$ cat config.mk
export PLATFORM = sky130hd
export DESIGN_NAME = csi_payload_crc_check
export DESIGN_NICKNAME = d
export VERILOG_FILES = /design/src/rtl/csi_pkg.sv /design/src/rtl/csi_crc16_byte_step.sv /design/src/rtl/csi_payload_crc_check.sv
export SDC_FILE = /design/constraint.sdc
export NUM_CORES = 1
export LEC_CHECK = 0
export BUFFER_PORTS_ARGS = -buffer_cell sky130_fd_sc_hd__buf_2
export CAP_MARGIN = 40
export CORE_MARGIN = 5
export CORE_UTILIZATION = 25
export DETAILED_ROUTE_END_ITERATION = 16
export PLACE_DENSITY = 0.48
export SLEW_MARGIN = 25
export SYNTH_ARGS = -nofsm -noshare
export SYNTH_HDL_FRONTEND = slang
export SYNTH_HIERARCHICAL = 1
export SYNTH_SLANG_ARGS = --single-unit
$ cat constraint.sdc
create_clock -name clk_i -period 15.07 [get_ports clk_i]
set_clock_uncertainty 0.2 [all_clocks]
set_input_delay 2.2605 -clock clk_i [delete_from_list [all_inputs] [get_ports clk_i]]
set_output_delay 2.2605 -clock clk_i [all_outputs]
set_load 0.01 [all_outputs]
$ cat src/rtl/csi_pkg.sv
// Shared CSI-2 receive definitions: FSM states, CRC-16 constants, byte-step helper.
// Latency: none (definitions only).
// Backpressure: not applicable.
package csi_pkg;

    typedef enum logic [1:0] {
        ST_IDLE,
        ST_PAYLOAD,
        ST_CKSUM,
        ST_REPORT
    } csi_state_e;

    localparam logic [15:0] CSI_CRC_POLY = 16'h8408;
    localparam logic [15:0] CSI_CRC_SEED = 16'hFFFF;

    // Reflected CRC-16: byte consumed LSB first, no final XOR.
    function automatic logic [15:0] csi_crc16_byte(input logic [15:0] crc, input logic [7:0] b);
        logic [15:0] r;
        r = crc;
        for (int i = 0; i < 8; i++) begin
            if (r[0] ^ b[i]) begin
                r = (r >> 1) ^ CSI_CRC_POLY;
            end else begin
                r = r >> 1;
            end
        end
        return r;
    endfunction

endpackage

$ cat src/rtl/csi_crc16_byte_step.sv
// Advances a CSI-2 CRC-16 over the first cnt_i bytes (lane 0 first) of a 4-byte word.
// Latency: combinational.
// Backpressure: none; cnt_i of 0 passes the CRC through unchanged.
module csi_crc16_byte_step
    import csi_pkg::*;
(
    input  logic [15:0] crc_i,
    input  logic [31:0] data_i,
    input  logic [2:0]  cnt_i,
    output logic [15:0] crc_o
);

    logic [15:0] crc_1;
    logic [15:0] crc_2;
    logic [15:0] crc_3;
    logic [15:0] crc_4;

    assign crc_1 = csi_crc16_byte(crc_i, data_i[7:0]);
    assign crc_2 = csi_crc16_byte(crc_1, data_i[15:8]);
    assign crc_3 = csi_crc16_byte(crc_2, data_i[23:16]);
    assign crc_4 = csi_crc16_byte(crc_3, data_i[31:24]);

    always_comb begin
        case (cnt_i)
            3'd1:    crc_o = crc_1;
            3'd2:    crc_o = crc_2;
            3'd3:    crc_o = crc_3;
            3'd4:    crc_o = crc_4;
            default: crc_o = crc_i;
        endcase
    end

endmodule

$ cat src/rtl/csi_payload_crc_check.sv
// Checks CSI-2 long-packet payload CRC-16 against the trailing checksum, one result per packet.
// Latency: result strobe 1 cycle after the beat carrying the second checksum byte.
// Backpressure: none; accepts one beat per cycle, a new header aborts the packet in flight.
module csi_payload_crc_check
    import csi_pkg::*;
#(
    parameter logic [15:0] SEED = CSI_CRC_SEED
) (
    input  logic        clk_i,
    input  logic        reset_n_i,
    input  logic        hdr_valid_i,
    input  logic [15:0] word_count_i,
    input  logic        data_valid_i,
    input  logic [31:0] data_i,
    output logic        busy_o,
    output logic        crc_valid_o,
    output logic        crc_ok_o,
    output logic [15:0] crc_calc_o,
    output logic [15:0] crc_rx_o,
    output logic        abort_o
);

    csi_state_e  state_q, state_d;
    logic [15:0] rem_q, rem_d;
    logic [15:0] crc_q, crc_d;
    logic [1:0]  ck_cnt_q, ck_cnt_d;
    logic [15:0] rx_q, rx_d;
    logic        crc_valid_q, crc_valid_d;
    logic        crc_ok_q, crc_ok_d;
    logic [15:0] crc_calc_q, crc_calc_d;
    logic [15:0] crc_rx_q, crc_rx_d;
    logic        abort_q, abort_d;

    logic [2:0]  n_bytes;
    logic [2:0]  step_cnt;
    logic [2:0]  first_ck_lane;
    logic [15:0] step_crc;
    logic [1:0]  cap_cnt;
    logic [15:0] cap_rx;

    assign n_bytes  = (rem_q > 16'd3) ? 3'd4 : rem_q[2:0];
    assign step_cnt = (state_q == ST_PAYLOAD) ? n_bytes : 3'd0;
    // Payload beats carry checksum only in lanes past the last payload byte.
    assign first_ck_lane = (state_q == ST_PAYLOAD) ? n_bytes : 3'd0;

    csi_crc16_byte_step u_step (
        .crc_i  (crc_q),
        .data_i (data_i),
        .cnt_i  (step_cnt),
        .crc_o  (step_crc)
    );

    always_comb begin
        cap_cnt = ck_cnt_q;
        cap_rx  = rx_q;
        for (int i = 0; i < 4; i++) begin
            if (3'(i) >= first_ck_lane && cap_cnt < 2'd2) begin
                if (cap_cnt == 2'd0) begin
                    cap_rx[7:0] = data_i[8*i +: 8];
                end else begin
                    cap_rx[15:8] = data_i[8*i +: 8];
                end
                cap_cnt = cap_cnt + 2'd1;
            end
        end
    end

    always_comb begin
        state_d     = state_q;
        rem_d       = rem_q;
        crc_d       = crc_q;
        ck_cnt_d    = ck_cnt_q;
        rx_d        = rx_q;
        crc_valid_d = 1'b0;
        crc_ok_d    = crc_ok_q;
        crc_calc_d  = crc_calc_q;
        crc_rx_d    = crc_rx_q;
        abort_d     = 1'b0;

        if (hdr_valid_i) begin
            // Any beat in the same cycle belongs to the dropped context.
            abort_d  = (state_q != ST_IDLE);
            rem_d    = word_count_i;
            crc_d    = SEED;
            ck_cnt_d = 2'd0;
            state_d  = (word_count_i != 16'd0) ? ST_PAYLOAD : ST_CKSUM;
        end else begin
            case (state_q)
                ST_PAYLOAD: begin
                    if (data_valid_i) begin
                        crc_d    = step_crc;
                        rem_d    = rem_q - {13'd0, n_bytes};
                        ck_cnt_d = cap_cnt;
                        rx_d     = cap_rx;
                        if (rem_d == 16'd0) begin
                            state_d = (cap_cnt == 2'd2) ? ST_REPORT : ST_CKSUM;
                        end
                    end
                end
                ST_CKSUM: begin
                    if (data_valid_i) begin
                        ck_cnt_d = cap_cnt;
                        rx_d     = cap_rx;
                        if (cap_cnt == 2'd2) begin
                            state_d = ST_REPORT;
                        end
                    end
                end
                ST_REPORT: state_d = ST_IDLE;
                default:   state_d = ST_IDLE;
            endcase

            // Result is registered on entry to REPORT so the strobe coincides with that state.
            if (state_d == ST_REPORT && state_q != ST_REPORT) begin
                crc_valid_d = 1'b1;
                crc_calc_d  = crc_d;
                crc_rx_d    = cap_rx;
                crc_ok_d    = (crc_d == cap_rx);
            end
        end
    end

    always_ff @(posedge clk_i or negedge reset_n_i) begin
        if (!reset_n_i) begin
            state_q     <= ST_IDLE;
            rem_q       <= 16'd0;
            crc_q       <= SEED;
            ck_cnt_q    <= 2'd0;
            rx_q        <= 16'd0;
            crc_valid_q <= 1'b0;
            crc_ok_q    <= 1'b0;
            crc_calc_q  <= 16'd0;
            crc_rx_q    <= 16'd0;
            abort_q     <= 1'b0;
        end else begin
            state_q     <= state_d;
            rem_q       <= rem_d;
            crc_q       <= crc_d;
            ck_cnt_q    <= ck_cnt_d;
            rx_q        <= rx_d;
            crc_valid_q <= crc_valid_d;
            crc_ok_q    <= crc_ok_d;
            crc_calc_q  <= crc_calc_d;
            crc_rx_q    <= crc_rx_d;
            abort_q     <= abort_d;
        end
    end

    assign busy_o      = (state_q != ST_IDLE);
    assign crc_valid_o = crc_valid_q;
    assign crc_ok_o    = crc_ok_q;
    assign crc_calc_o  = crc_calc_q;
    assign crc_rx_o    = crc_rx_q;
    assign abort_o     = abort_q;

endmodule
==> results by group, run 1 <==
Power and ir drop
  – PwrDens: 321 nW/um^2
  – Worst vdd ir: approximately 0.00026 V
  – Leakage Power: between 3 and 4 nW
  – Design Power: 0.00282 W

Route
  – Vias post-DR: 6756
  – Vias per inst: a little over 5
  – Initial DRC count: 480
  – DRC Markers: 0
  – WL final: 26700 um
  – DR WL/cell: 20.4 um
  – DR pass1 iterations: 5
  – Post-route ant nets: 0

Yosys
  – Area of the mapped netlist: 7590 sq um
  – Syn_area_per_cell: 8.98 sq um
  – Top_reg_cell synth: dfrtp_1
  – Yosys cell types: 87
  – Post-synth top area share: a little under a quarter
  – Async SR Flop Fraction: between 90% and 100%
  – Seq cells post-synth: between 80 and 90
  – Cells after synthesis: about 850
  – Synth area leaders: dfrtp_1 (23%), xnor2_1 (8.1%), dfstp_2 (5.5%)
  – Ys Warns: 6
  – Seq/Total Area, Yosys: 28.9%
  – Post-synth top area cell: dfrtp_1
  – Syn nets: 905
  – Number of flops mapped to enable cells by yosys: 0

Cells and area
  – Share of layout cells above drive strength 1: roughly 22%
  – Nets: 974
  – Fin cells: 1309
  – N_diodes: 0
  – Final core utilization: a little under 30%
  – Area Overhead vs Synth: 15.6%
  – Most frequent cells in the layout: nand2_1 (87), buf_2 (87), nor2_1 (72)

Timing
  – Setup Viol. Count Final: 0
  – Final Hold Fails: 0
  – Worst slew margin: a little over two fifths
  – Fin Hold WS: 0.291 ns
  – Worst-Margin Slew: 0.858 ns
  – FMAX: ~140 MHz
  – Max Transition Viols Final: 0
  – RSZ-0062 raised after global routing: no
  – Fin crit share: 46.7%
  – Total negative slack: 0 ns
  – Tmin final: ~7 ns

Die
  – Placement Rows: 63
  – # IOs: 88
  – Die Y: between 150 and 200 um
  – Die area: about 34000 sq um
  – Initial Util: 25.5%
  – Die W: 184 um
  – Area of the core: 29800 sq um

Placed design
  – Number of I/O port buffers: 87
  – DP Wirelength: approximately 21000 um
  – Gp weighted congestion: 0.879
  – Placed cell count: 1290

Clock network
  – Hold-fix buffers, CTS: 0
  – Clk pin slew, worst setup/hold paths: 0.07 ns
  – Setup bufs post-CTS: 0
  – TritonCTS Buffers: 9
  – CTS Sinks: 87
  – CTS resizes: 0
  – # H-tree levels: 3
  – Max clock buf depth: 2
  – Clk_lat worst skew: roughly 0.36 ns
  – CTS tree: done
  – Root Driver: clkbuf_16

Hold path
  – Worst Hold Class: flop to flop

GRT
  – Vias in the first global route: about 6.7k
  – Initial antenna violation count: 0
  – Global route overflow: 0
  – First-pass GRT wire length: 41300 um
  – Total track usage: 15.7%
  – Pin count of the biggest net entering global routing: 58

Critical path
  – Critical-path maximum fanout: 9
  – WP data required: about 15 ns
  – Element type at the critical path end: flop
  – CP Launch Type: primary input
  – Critical path arrival: just over 7 ns
  – CP Class: primary input to flop

Status
  – Status: complete, no violations

Flow run
  – Max-cap violations: 0
==> synth_stat cells (13+ instances only) <==
library cell	instances
nand2_1	87
a21oi_1	66
a211oi_1	18
dfstp_2	16
xnor2_1	70
o22ai_1	13
nor4_1	14
clkbuf_1	33
nor2_1	72
o21ai_0	47
dfrtp_1	71
nor3_1	25
mux2_2	21
xor2_1	31
mux2i_1	22
inv_1	18
==> sequential cells by signal, indices dropped and copies added, names as in the netlist <==
signal / count
rem_q: 16
ck_cnt_q: 2
crc_valid_o: 1
abort_o: 1
state_q: 2
rx_q: 16
crc_rx_o: 16
crc_calc_o: 16
crc_q: 16
crc_ok_o: 1
==> metrics by stage <==
step                instance area (sq um)  setup slack, ns
finish                               8780             8.04
global route                         8780             7.66
CTS                                  8750             8.11
detailed placement                   8450             7.74
global placement                     8410             7.81
floorplan                            7590             8.51
==> routing by layer <==
metal  track usage [%]  share of wire (%)  wire length, um
met1              21.9                 46            12200
met2              24.9                 46            12300
met3              2.70                5.5             1480
met4              5.03                2.5              663
met5                 0                  0                0
==> cells by family (layout without fill, tap and decap cells) <==
group / count (synthesis) / count (layout) / share of synthesized area (%)
xor gates and xnor gates: 135 / 135 / 22.1
muxes: 43 / 43 / 6.02
and+or+nand+nor: 278 / 278 / 18.6
AOI/OAI and AO/OA: 225 / 225 / 19.1
other: 1 / 1 / 0.0494
adders and majority gates: 8 / 8 / 1.32
DFF: 87 / 87 / 28.9
buffers and inverters: 68 / 142 / 3.87
==> where the power goes <==
part	switching [W]	total [W]	internal, W
clock	0.000107	0.000238	0.000131
sequential	0.0000382	0.000317	0.000279
combinational	0.00118	0.00226	0.00108
==> critical path: stages <==
cell      delay, ns
buf_2          0.15
xnor2_1        0.47
xnor3_2        0.41
xnor2_4        0.41
xor3_4         0.54
xnor2_1        0.37
xor3_1         0.48
xnor2_1        0.18
o22ai_1        0.10
mux2i_1        0.47
xnor2_1        0.12
nor4_1         0.28
nand2_1        0.11
a22o_1         0.20
a211oi_1       0.18
nand4_1        0.13
o31ai_2        0.22
==> final cells by class <==
class,instances,area (sq um)
Fill cell,3233,21000
Tap cell,390,488
Clock buffer,10,229
Sequential cell,87,2200
Timing Repair Buffer,105,592
Multi-Input combinational cell,690,5110
Clock inverter,6,75.1
Inverter,21,81.3
==> worst paths after layout <==
kind | endpoint | cells after the start | slack [ns] | from
max | crc_ok_o | 17 | 8.04 | data_i[7]
min | rx_q[10] | 2 | 0.29 | rx_q[10]
max reg2reg | crc_ok_o | 17 | 9.29 | rem_q[12]
min reg2reg | rx_q[10] | 2 | 0.29 | rx_q[10]
max in group asynchronous | ck_cnt_q[1] | 3 | 12.10 | reset_n_i
min in group asynchronous | crc_calc_o[3] | 1 | 1.62 | reset_n_i
Power figures use the tool's default switching activity.
==> inputs of run 2 (changes only) <==
==> constraint.sdc (replaced) <==
create_clock -name clk_i -period 7.2 [get_ports clk_i]
set_clock_uncertainty 0.2 [all_clocks]
set_input_delay 1.08 -clock clk_i [delete_from_list [all_inputs] [get_ports clk_i]]
set_output_delay 1.08 -clock clk_i [all_outputs]
set_load 0.01 [all_outputs]
==> results by group, run 2 (same netlist as run 1, synthesis figures left out) <==
Cells and area
  – Fin cells: 1319 (+0.76%)
  – N_diodes: 0 (unchanged)
  – Nets: 984 (+1.0%)
  – Share of layout cells above drive strength 1: 23.0% (+0.95 points)
  – Most frequent cells in the layout: nand2_1 (87), buf_2 (87), nor2_1 (72)
  – Area Overhead vs Synth: 16.6%

Timing
  – RSZ-0062 raised after global routing: no
  – Setup Viol. Count Final: 0 (unchanged)
  – Tmin final: around 5.7 ns
  – FMAX: 175 MHz
  – Worst slew margin: 50.2% (+7.7 points)
  – Final Hold Fails: 0 (unchanged)
  – Max Transition Viols Final: 0 (unchanged)
  – Total negative slack: 0 ns (unchanged)
  – Worst-Margin Slew: 0.741 ns (-0.117 ns)
  – Fin crit share: 79.2%

GRT
  – Pin count of the biggest net entering global routing: 52 (-10%)
  – Total track usage: 15.7% (about the same)
  – Global route overflow: 0 (unchanged)
  – Vias in the first global route: 6601 (-2.2%)
  – First-pass GRT wire length: 41000 um (-0.67%)
  – Initial antenna violation count: 0 (unchanged)

Status
  – Status: complete, no violations

Placed design
  – DP Wirelength: 20900 um (+0.61%)
  – Gp weighted congestion: 0.902 (+2.6%)
  – Placed cell count: 1300 (+0.78%)
  – Number of I/O port buffers: 87 (unchanged)

Critical path
  – CP Class: primary input to flop
  – Critical-path maximum fanout: 9 (unchanged)
  – WP data required: 7.28 ns (-7.86 ns)
  – Critical path arrival: 5.78 ns (-1.32 ns)
  – Element type at the critical path end: flop
  – CP Launch Type: primary input

Clock network
  – # H-tree levels: 3 (unchanged)
  – Clk pin slew, worst setup/hold paths: 0.08 ns (about the same)
  – CTS tree: done
  – CTS resizes: 0 (unchanged)
  – Max clock buf depth: 2 (unchanged)
  – TritonCTS Buffers: 9 (unchanged)
  – CTS Sinks: 87 (unchanged)
  – Setup bufs post-CTS: 0 (unchanged)
  – Root Driver: clkbuf_16
  – Clk_lat worst skew: 0.36 ns (about the same)
  – Hold-fix buffers, CTS: 0 (unchanged)

Hold path
  – Worst Hold Class: flop to flop

Route
  – DRC Markers: 0 (unchanged)
  – DR pass1 iterations: 7 (+2)
  – Post-route ant nets: 0 (unchanged)
  – Vias post-DR: 6816 (+0.89%)
  – Vias per inst: 5.17 (+0.12%)
  – DR WL/cell: 20.5 um (+0.57%)
  – WL final: 27000 um (+1.3%)
  – Initial DRC count: 621 (+29%)

Flow run
  – Max-cap violations: 0 (unchanged)

Die
  – Initial Util: 25.5% (unchanged)
  – Area of the core: 29800 sq um (unchanged)
  – Die W: 184 um (unchanged)
  – Die Y: 184 um (unchanged)
  – Die area: 33900 sq um (unchanged)
  – Placement Rows: 63 (unchanged)
  – # IOs: 88 (unchanged)
==> run 2: cell count changes in the layout (fill, tap and decap cells not counted), sizes merged <==
| cell | before | now |
|---|---|---|
| buf | 104 | 113 |
| clkinv | 3 | 5 |
| bufinv | 1 | 0 |
==> run 2: critical path, stage by stage <==
cell	delay [ns]
buf_2	0.13
xor2_2	0.31
xnor3_2	0.55
xnor2_4	0.38
xor3_4	0.53
xnor2_1	0.37
xor3_1	0.47
xnor2_1	0.19
o22ai_1	0.10
mux2i_1	0.42
xnor2_1	0.12
nor4_1	0.27
nand2_1	0.11
a22o_1	0.19
a211oi_1	0.19
nand4_1	0.13
o31ai_2	0.22
==> run 2: through the flow <==
stage | worst slack, ns | hold WS, ns | area, sq um | util [%]
after floorplan | 1.82 | 0.250 | 7590 | -
after global placement | 1.19 | 0.269 | 8490 | 28.5
after detailed placement | 1.15 | 0.281 | 8530 | 28.6
after CTS | 1.47 | 0.298 | 8830 | 29.6
after global routing | 1.18 | 0.324 | 8850 | 29.7
final | 1.50 | 0.290 | 8850 | 29.7
==> run 2: routing by layer <==
layer / up-vias / GRT usage [%] / part of all wire, %
met2: 233 / 24.4 / 45
met4: 0 / 4.97 / 2.5
li1: 3233 / - / -
met5: - / 0 / 0
met3: 35 / 1.97 / 5.9
met1: 3315 / 22.7 / 46
==> run 2: area by class of cell <==
class | count | area (sq um)
fillers | 3223 | 20900
multi-input cells | 690 | 5110
flip-flops and latches | 87 | 2200
repair buffers | 115 | 667
well taps | 390 | 488
clock buffers | 9 | 225
inverters | 21 | 81.3
clock inverters | 7 | 75.1
==> run 2: worst paths after layout <==
check	endpoint	depth (start not counted)	from	slack, ns
worst max-delay path	crc_ok_o	17	data_i[0]	1.50
worst min-delay path	rx_q[9]	2	rx_q[9]	0.29
worst max register to register	crc_ok_o	16	rem_q[3]	1.58
worst min register to register	rx_q[9]	2	rx_q[9]	0.29
max in group asynchronous	rx_q[10]	2	reset_n_i	5.27
min in group asynchronous	crc_ok_o	1	reset_n_i	0.53
Power of run 2 is not shown: default switching activity piles up to over one toggle a cycle in this logic, so the estimate is an artifact.
